**config.mk**
```make
export PLATFORM = sky130hd
export DESIGN_NAME = serial_addsub_unit_flat
export DESIGN_NICKNAME = d
export VERILOG_FILES = /design/src/rtl/serial_addsub_unit_if.sv /design/src/rtl/serial_addsub_unit.sv /design/src/flat_wrapper.sv
export SDC_FILE = /design/constraint.sdc
export NUM_CORES = 1
export LEC_CHECK = 0
export CORE_MARGIN = 1.5
export CORE_UTILIZATION = 35
export DETAILED_ROUTE_END_ITERATION = 10
export PLACE_DENSITY_LB_ADDON = 0.2
export SYNTH_ARGS = -nofsm -noshare
export SYNTH_HDL_FRONTEND = slang
export SYNTH_SLANG_ARGS = --single-unit
```
**constraint.sdc**
```tcl
create_clock -name clk -period 6.2 [get_ports clk]
set_input_delay 0.62 -clock clk [delete_from_list [all_inputs] [get_ports clk]]
set_output_delay 0.62 -clock clk [all_outputs]
set_load 0.03 [all_outputs]
```
**src/rtl/serial_addsub_unit_if.sv**
```systemverilog
// Operand/result handshake bundle for serial_addsub_unit; the master drives operands and
// out_ready, and the slave (the arithmetic unit) returns in_ready and the registered result.
interface serial_addsub_unit_if #(
    parameter int WIDTH = 8
);
    logic             in_valid;
    logic             in_ready;
    logic             mode;
    logic [WIDTH-1:0] a;
    logic [WIDTH-1:0] b;
    logic             cin;
    logic             out_valid;
    logic             out_ready;
    logic [WIDTH-1:0] result;
    logic             cout;
    logic             ovf;

    modport master (
        output in_valid, mode, a, b, cin, out_ready,
        input  in_ready, out_valid, result, cout, ovf
    );

    modport slave (
        input  in_valid, mode, a, b, cin, out_ready,
        output in_ready, out_valid, result, cout, ovf
    );
endinterface

```
**src/rtl/serial_addsub_unit.sv**
```systemverilog
// Digit-serial add/subtract (A+B+cin / A-B-bin) with carry/borrow and signed overflow; ADDSUB_SAT_EN adds saturation.
// Latency: out_valid rises NDIG edges after the accept edge; initiation interval NDIG+2.
// Backpressure: result/cout/ovf held in DONE until out_ready; in_ready is low from accept until DONE is left.
module serial_addsub_unit #(
    parameter int WIDTH = 8,
    parameter int DIGIT = 1
) (
    input  logic                 clk,
    input  logic                 rst_n,
    serial_addsub_unit_if.slave  bus
);
    localparam int NDIG  = WIDTH / DIGIT;
    localparam int MSB   = WIDTH - 1;
    localparam int CNT_W = (NDIG > 1) ? $clog2(NDIG) : 1;
    localparam logic [CNT_W-1:0] CNT_LAST = CNT_W'(NDIG - 1);

    generate
        if (WIDTH < 2) begin : g_bad_width
            $error("serial_addsub_unit: WIDTH must be at least 2");
        end
        if (DIGIT < 1 || (WIDTH % DIGIT) != 0) begin : g_bad_digit
            $error("serial_addsub_unit: DIGIT must be positive and divide WIDTH");
        end
    endgenerate

    typedef enum logic [1:0] {
        S_IDLE = 2'd0,
        S_RUN  = 2'd1,
        S_DONE = 2'd2
    } state_t;

    state_t           state_q,     state_d;
    logic [CNT_W-1:0] cnt_q,       cnt_d;
    logic             carry_q,     carry_d;
    logic             mode_q,      mode_d;
    logic [WIDTH-1:0] a_q,         a_d;
    logic [WIDTH-1:0] b_q,         b_d;
    logic [WIDTH-1:0] result_q,    result_d;
    logic             cout_q,      cout_d;
    logic             ovf_q,       ovf_d;
    logic             in_ready_q,  in_ready_d;
    logic             out_valid_q, out_valid_d;

    logic [DIGIT-1:0] dig_a;
    logic [DIGIT-1:0] dig_b;
    logic [DIGIT:0]   dig_sum;
    logic [WIDTH-1:0] res_wr;
    logic [WIDTH-1:0] res_fin;
    logic             ovf_raw;

    // One digit slice of the ripple; b_q already holds ~b when subtracting.
    always_comb begin
        dig_a   = a_q[cnt_q*DIGIT +: DIGIT];
        dig_b   = b_q[cnt_q*DIGIT +: DIGIT];
        dig_sum = {1'b0, dig_a} + {1'b0, dig_b} + {{DIGIT{1'b0}}, carry_q};

        res_wr = result_q;
        res_wr[cnt_q*DIGIT +: DIGIT] = dig_sum[DIGIT-1:0];

        ovf_raw = (a_q[MSB] == b_q[MSB]) && (res_wr[MSB] != a_q[MSB]);

        res_fin = res_wr;
`ifdef ADDSUB_SAT_EN
        if (ovf_raw) begin
            res_fin = a_q[MSB] ? {1'b1, {(WIDTH-1){1'b0}}} : {1'b0, {(WIDTH-1){1'b1}}};
        end
`endif
    end

    always_comb begin
        state_d     = state_q;
        cnt_d       = cnt_q;
        carry_d     = carry_q;
        mode_d      = mode_q;
        a_d         = a_q;
        b_d         = b_q;
        result_d    = result_q;
        cout_d      = cout_q;
        ovf_d       = ovf_q;
        in_ready_d  = in_ready_q;
        out_valid_d = out_valid_q;

        case (state_q)
            S_IDLE: begin
                if (bus.in_valid && in_ready_q) begin
                    a_d        = bus.a;
                    b_d        = bus.mode ? ~bus.b : bus.b;
                    carry_d    = bus.mode ? ~bus.cin : bus.cin;
                    mode_d     = bus.mode;
                    cnt_d      = '0;
                    in_ready_d = 1'b0;
                    state_d    = S_RUN;
                end
            end

            S_RUN: begin
                result_d = res_wr;
                carry_d  = dig_sum[DIGIT];
                cnt_d    = cnt_q + CNT_W'(1);
                if (cnt_q == CNT_LAST) begin
                    result_d    = res_fin;
                    // Subtraction ran as A + ~B + ~bin, so the borrow is the inverted carry.
                    cout_d      = mode_q ? ~dig_sum[DIGIT] : dig_sum[DIGIT];
                    ovf_d       = ovf_raw;
                    cnt_d       = '0;
                    out_valid_d = 1'b1;
                    state_d     = S_DONE;
                end
            end

            S_DONE: begin
                if (bus.out_ready) begin
                    out_valid_d = 1'b0;
                    in_ready_d  = 1'b1;
                    state_d     = S_IDLE;
                end
            end

            default: begin
                out_valid_d = 1'b0;
                in_ready_d  = 1'b1;
                state_d     = S_IDLE;
            end
        endcase
    end

    always_ff @(posedge clk or negedge rst_n) begin
        if (!rst_n) begin
            state_q     <= S_IDLE;
            cnt_q       <= '0;
            carry_q     <= 1'b0;
            mode_q      <= 1'b0;
            a_q         <= '0;
            b_q         <= '0;
            result_q    <= '0;
            cout_q      <= 1'b0;
            ovf_q       <= 1'b0;
            in_ready_q  <= 1'b1;
            out_valid_q <= 1'b0;
        end else begin
            state_q     <= state_d;
            cnt_q       <= cnt_d;
            carry_q     <= carry_d;
            mode_q      <= mode_d;
            a_q         <= a_d;
            b_q         <= b_d;
            result_q    <= result_d;
            cout_q      <= cout_d;
            ovf_q       <= ovf_d;
            in_ready_q  <= in_ready_d;
            out_valid_q <= out_valid_d;
        end
    end

    assign bus.in_ready  = in_ready_q;
    assign bus.out_valid = out_valid_q;
    assign bus.result    = result_q;
    assign bus.cout      = cout_q;
    assign bus.ovf       = ovf_q;

    a_hold_result: assert property (@(posedge clk) disable iff (!rst_n)
        (out_valid_q && !bus.out_ready) |=> (out_valid_q && $stable(result_q) && $stable(cout_q) && $stable(ovf_q)));

    a_ready_excl: assert property (@(posedge clk) disable iff (!rst_n)
        !(in_ready_q && out_valid_q));
endmodule

```
**src/flat_wrapper.sv**
```systemverilog
// flat-port wrapper written by rule: the top's interface ports become plain ports
module serial_addsub_unit_flat 
#(
    parameter int WIDTH = 8,
    parameter int DIGIT = 1
)
  (clk, rst_n, bus_in_valid, bus_mode, bus_a, bus_b, bus_cin, bus_out_ready, bus_in_ready, bus_out_valid, bus_result, bus_cout, bus_ovf);
  serial_addsub_unit_if #(.WIDTH(WIDTH)) bus_i ();
  input  logic clk;
  input  logic rst_n;
  input wire logic [$bits(bus_i.in_valid)-1:0] bus_in_valid;
  input wire logic [$bits(bus_i.mode)-1:0] bus_mode;
  input wire logic [$bits(bus_i.a)-1:0] bus_a;
  input wire logic [$bits(bus_i.b)-1:0] bus_b;
  input wire logic [$bits(bus_i.cin)-1:0] bus_cin;
  input wire logic [$bits(bus_i.out_ready)-1:0] bus_out_ready;
  output wire logic [$bits(bus_i.in_ready)-1:0] bus_in_ready;
  output wire logic [$bits(bus_i.out_valid)-1:0] bus_out_valid;
  output wire logic [$bits(bus_i.result)-1:0] bus_result;
  output wire logic [$bits(bus_i.cout)-1:0] bus_cout;
  output wire logic [$bits(bus_i.ovf)-1:0] bus_ovf;
  assign bus_i.in_valid = bus_in_valid;
  assign bus_i.mode = bus_mode;
  assign bus_i.a = bus_a;
  assign bus_i.b = bus_b;
  assign bus_i.cin = bus_cin;
  assign bus_i.out_ready = bus_out_ready;
  assign bus_in_ready = bus_i.in_ready;
  assign bus_out_valid = bus_i.out_valid;
  assign bus_result = bus_i.result;
  assign bus_cout = bus_i.cout;
  assign bus_ovf = bus_i.ovf;
  serial_addsub_unit #(.WIDTH(WIDTH), .DIGIT(DIGIT)) u_core (.clk(clk), .rst_n(rst_n), .bus(bus_i));
endmodule
```
==> flow_metrics.env <==
export IMPL_finalPower_mw=1.060
export IMPL_required_ns=6.34
export IMPL_ir_worst_vdd_mv=0.2065
export IMPL_drt_first_pass_iters=5
export IMPL_io_pins=34
export IMPL_netlist_area_um2=1841
export IMPL_ys_warnings_count=0
export IMPL_drv_cap=0
export IMPL_synth_avg_cell_area_um2=10.28
export IMPL_syn_num_nets=209
export IMPL_numCtsBuffers=5
export IMPL_grt_overflow=0
export IMPL_seq_area_frac_synth=0.4765
export IMPL_synth_edff_count=0
export IMPL_track_usage=0.1393
export IMPL_row_count=26
export IMPL_ys_dominant_reg_cell="dfrtp_1"
export IMPL_hold_class="register to register"
export IMPL_multi_input_area_um2=888.4
export IMPL_viasPerCell=4.623
export IMPL_tightest_slew_ns=0.8980
export IMPL_diodes=0
export IMPL_fillCellCount=499
export IMPL_synth_top_family_by_area="simple AND/OR/NAND/NOR gates"
export IMPL_grt_max_degree=36
export IMPL_synth_simple_gate_area_frac=0.1931
export IMPL_fin_crit_ns=2.959
export IMPL_critPathLaunchType="register"
export IMPL_p_leak_nw=1.053
export IMPL_holdBufCountCts=0
export IMPL_grt_pass1_vias=1219
export IMPL_drc=0
export IMPL_die_h_um=75.52
export IMPL_synth_fa_ha_area_frac=0.05846
export IMPL_post_cts_buffers=0
export IMPL_start_util=0.3627
export IMPL_routedWlPerCell_um=12.04
export IMPL_port_buffers=33
export IMPL_drtAntennaViolNets=0
export IMPL_finalCritPeriodShare=0.4773
export IMPL_layout_common_cells="nand2_1 (51), dfrtp_1 (34), clkdlybuf4s50_1 (33), o21ai_0 (13), xnor2_1 (9)"
export IMPL_worstPathArrival_ns=3.10
export IMPL_synth_mux_area_fraction=0.1094
export IMPL_path_max_fanout=14
export IMPL_syn_to_final_growth_pct=26.85
export IMPL_endpoint_kind="register"
export IMPL_h_tree_depth=2
export IMPL_clock_tree_buffer_depth=2
export IMPL_slew_headroom=0.4014
export IMPL_antenna_found_initial=0
export IMPL_clk_latency_ns=0.29
export IMPL_hpwl_um=2388
export IMPL_layout_drive_gt1_share=0.08879
export IMPL_fmax_ghz=0.3379
export IMPL_first_iter_violations=72
export IMPL_holdWs_ns=0.4754
export IMPL_seqCellArea_um2=877.1
export IMPL_syn_inst=179
export IMPL_die_w_um=75.52
export IMPL_synthDistinctLibCells=37
export IMPL_place_gp_congestion=0.8055
export IMPL_skew_ns=0.01316
export IMPL_synthXorXnorAreaFrac=0.04759
export IMPL_dieArea_um2=5703
export IMPL_power_density_nw_per_um2=454.2
export IMPL_final_setup_viol_count=0
export IMPL_path_clk_slew_ns=0.08
export IMPL_cts_tree="yes"
export IMPL_wl_um=3418
export IMPL_ctsResizeCount=0
export IMPL_grt_pass1_wl_um=5747
export IMPL_rsz0062_at_grt="no"
export IMPL_ys_ff_latch=35
export IMPL_final_setup_tns_ns=0
export IMPL_critical_path_class="register to register"
export IMPL_final_common_cell="nand2_1"
export IMPL_fp_coreArea_um2=5075
export IMPL_synth_compound_area_share=0.07410
export IMPL_vias=1313
export IMPL_hold_violations=0
export IMPL_slew_viol_final=0
export IMPL_status="completed"
export IMPL_clock_sinks=35
export IMPL_nNetsFinal=243
export IMPL_async_flop_share=1.000
export IMPL_root_buffer="clkbuf_8"
## final cells by class
cell class	instances	share of cell area
inverters	7	0.01125
clock buffers	6	0.03108
well taps	70	0.03751
repair buffers	35	0.1479
multi-input cells	129	0.3805
flip-flops and latches	35	0.3757
clock inverters	2	0.01608
## final timing paths
check | depth (start not counted) | start | slack (ns) | end
max | 6 | u_core.cnt_q[0]$_DFFE_PN0P_ | 3.24 | u_core.bus.ovf$_DFFE_PN0P_
min | 2 | u_core.a_q[6]$_DFFE_PN0P_ | 0.48 | u_core.a_q[6]$_DFFE_PN0P_
max reg2reg | 6 | u_core.cnt_q[0]$_DFFE_PN0P_ | 3.24 | u_core.bus.ovf$_DFFE_PN0P_
min reg2reg | 2 | u_core.a_q[6]$_DFFE_PN0P_ | 0.48 | u_core.a_q[6]$_DFFE_PN0P_
max in group asynchronous | 2 | rst_n | 5.12 | u_core.bus.in_ready$_DFFE_PN1P_
min in group asynchronous | 2 | rst_n | 0.74 | u_core.cnt_q[0]$_DFFE_PN0P_
## flip-flops by register name, indices dropped and copies added (netlist names), 2 cells and up
name               count
u_core.bus.result      8
u_core.state_q         2
u_core.cnt_q           3
u_core.a_q             8
u_core.b_q             8
## kinds of logic after synthesis
group                    Yosys count
XOR/XNOR                          10
AO/OA/AOI/OAI                     22
AND/OR/NAND/NOR                   76
flip-flops                        35
adder cells (fa/ha/maj)            8
buffers and inverters             15
multiplexers                      13
## cell usage after synthesis, types with 2 or more instances
master    count  area (um2)
nand2_1      51       191.4
mux2_2        5       56.30
nand3_1       2       10.01
ha_1          7       87.58
buf_2         2       10.01
nor2_1        5       18.77
o21ai_0      13       65.06
xnor2_1       9       78.83
a21oi_1       3       15.01
nand2b_1      3       18.77
dfrtp_1      34       850.8
o31ai_1       2       15.01
buf_6         2       22.52
nor3_1        5       25.02
mux2i_1       4       40.04
inv_1         7       26.28
mux4_1        4       105.1
clkbuf_1      2       7.510
## metal layers
metal | global-route usage | wire [um]
met4 | 0.07143 | 63
met1 | 0.1854 | 1603
met2 | 0.2105 | 1599
met5 | 0 | 0
met3 | 0.03571 | 151
## worst max-delay path, cell delays in order (launching register included)
cell     delay, ns
dfrtp_1       0.71
mux4_1        0.63
mux2i_1       0.20
fa_1          0.53
nor4_1        0.43
or3_1         0.19
a41oi_2       0.12
## where the power goes
group	switching, mW	leakage [nW]	internal, mW
clock network	0.0842	0.0514	0.120
logic	0.236	0.554	0.218
registers	0.0816	0.447	0.321
## through the flow
step	cell area, um2	setup WS, ns	utilization	instances
floorplan	1841	3.672	-	179
global placement	2225	3.358	0.4384	276
detailed placement	2225	3.268	0.4384	276
CTS	2335	3.242	0.4601	284
global route	2335	3.150	0.4601	284
finish	2335	3.241	0.4601	284
Power figures use the tool's default switching activity.
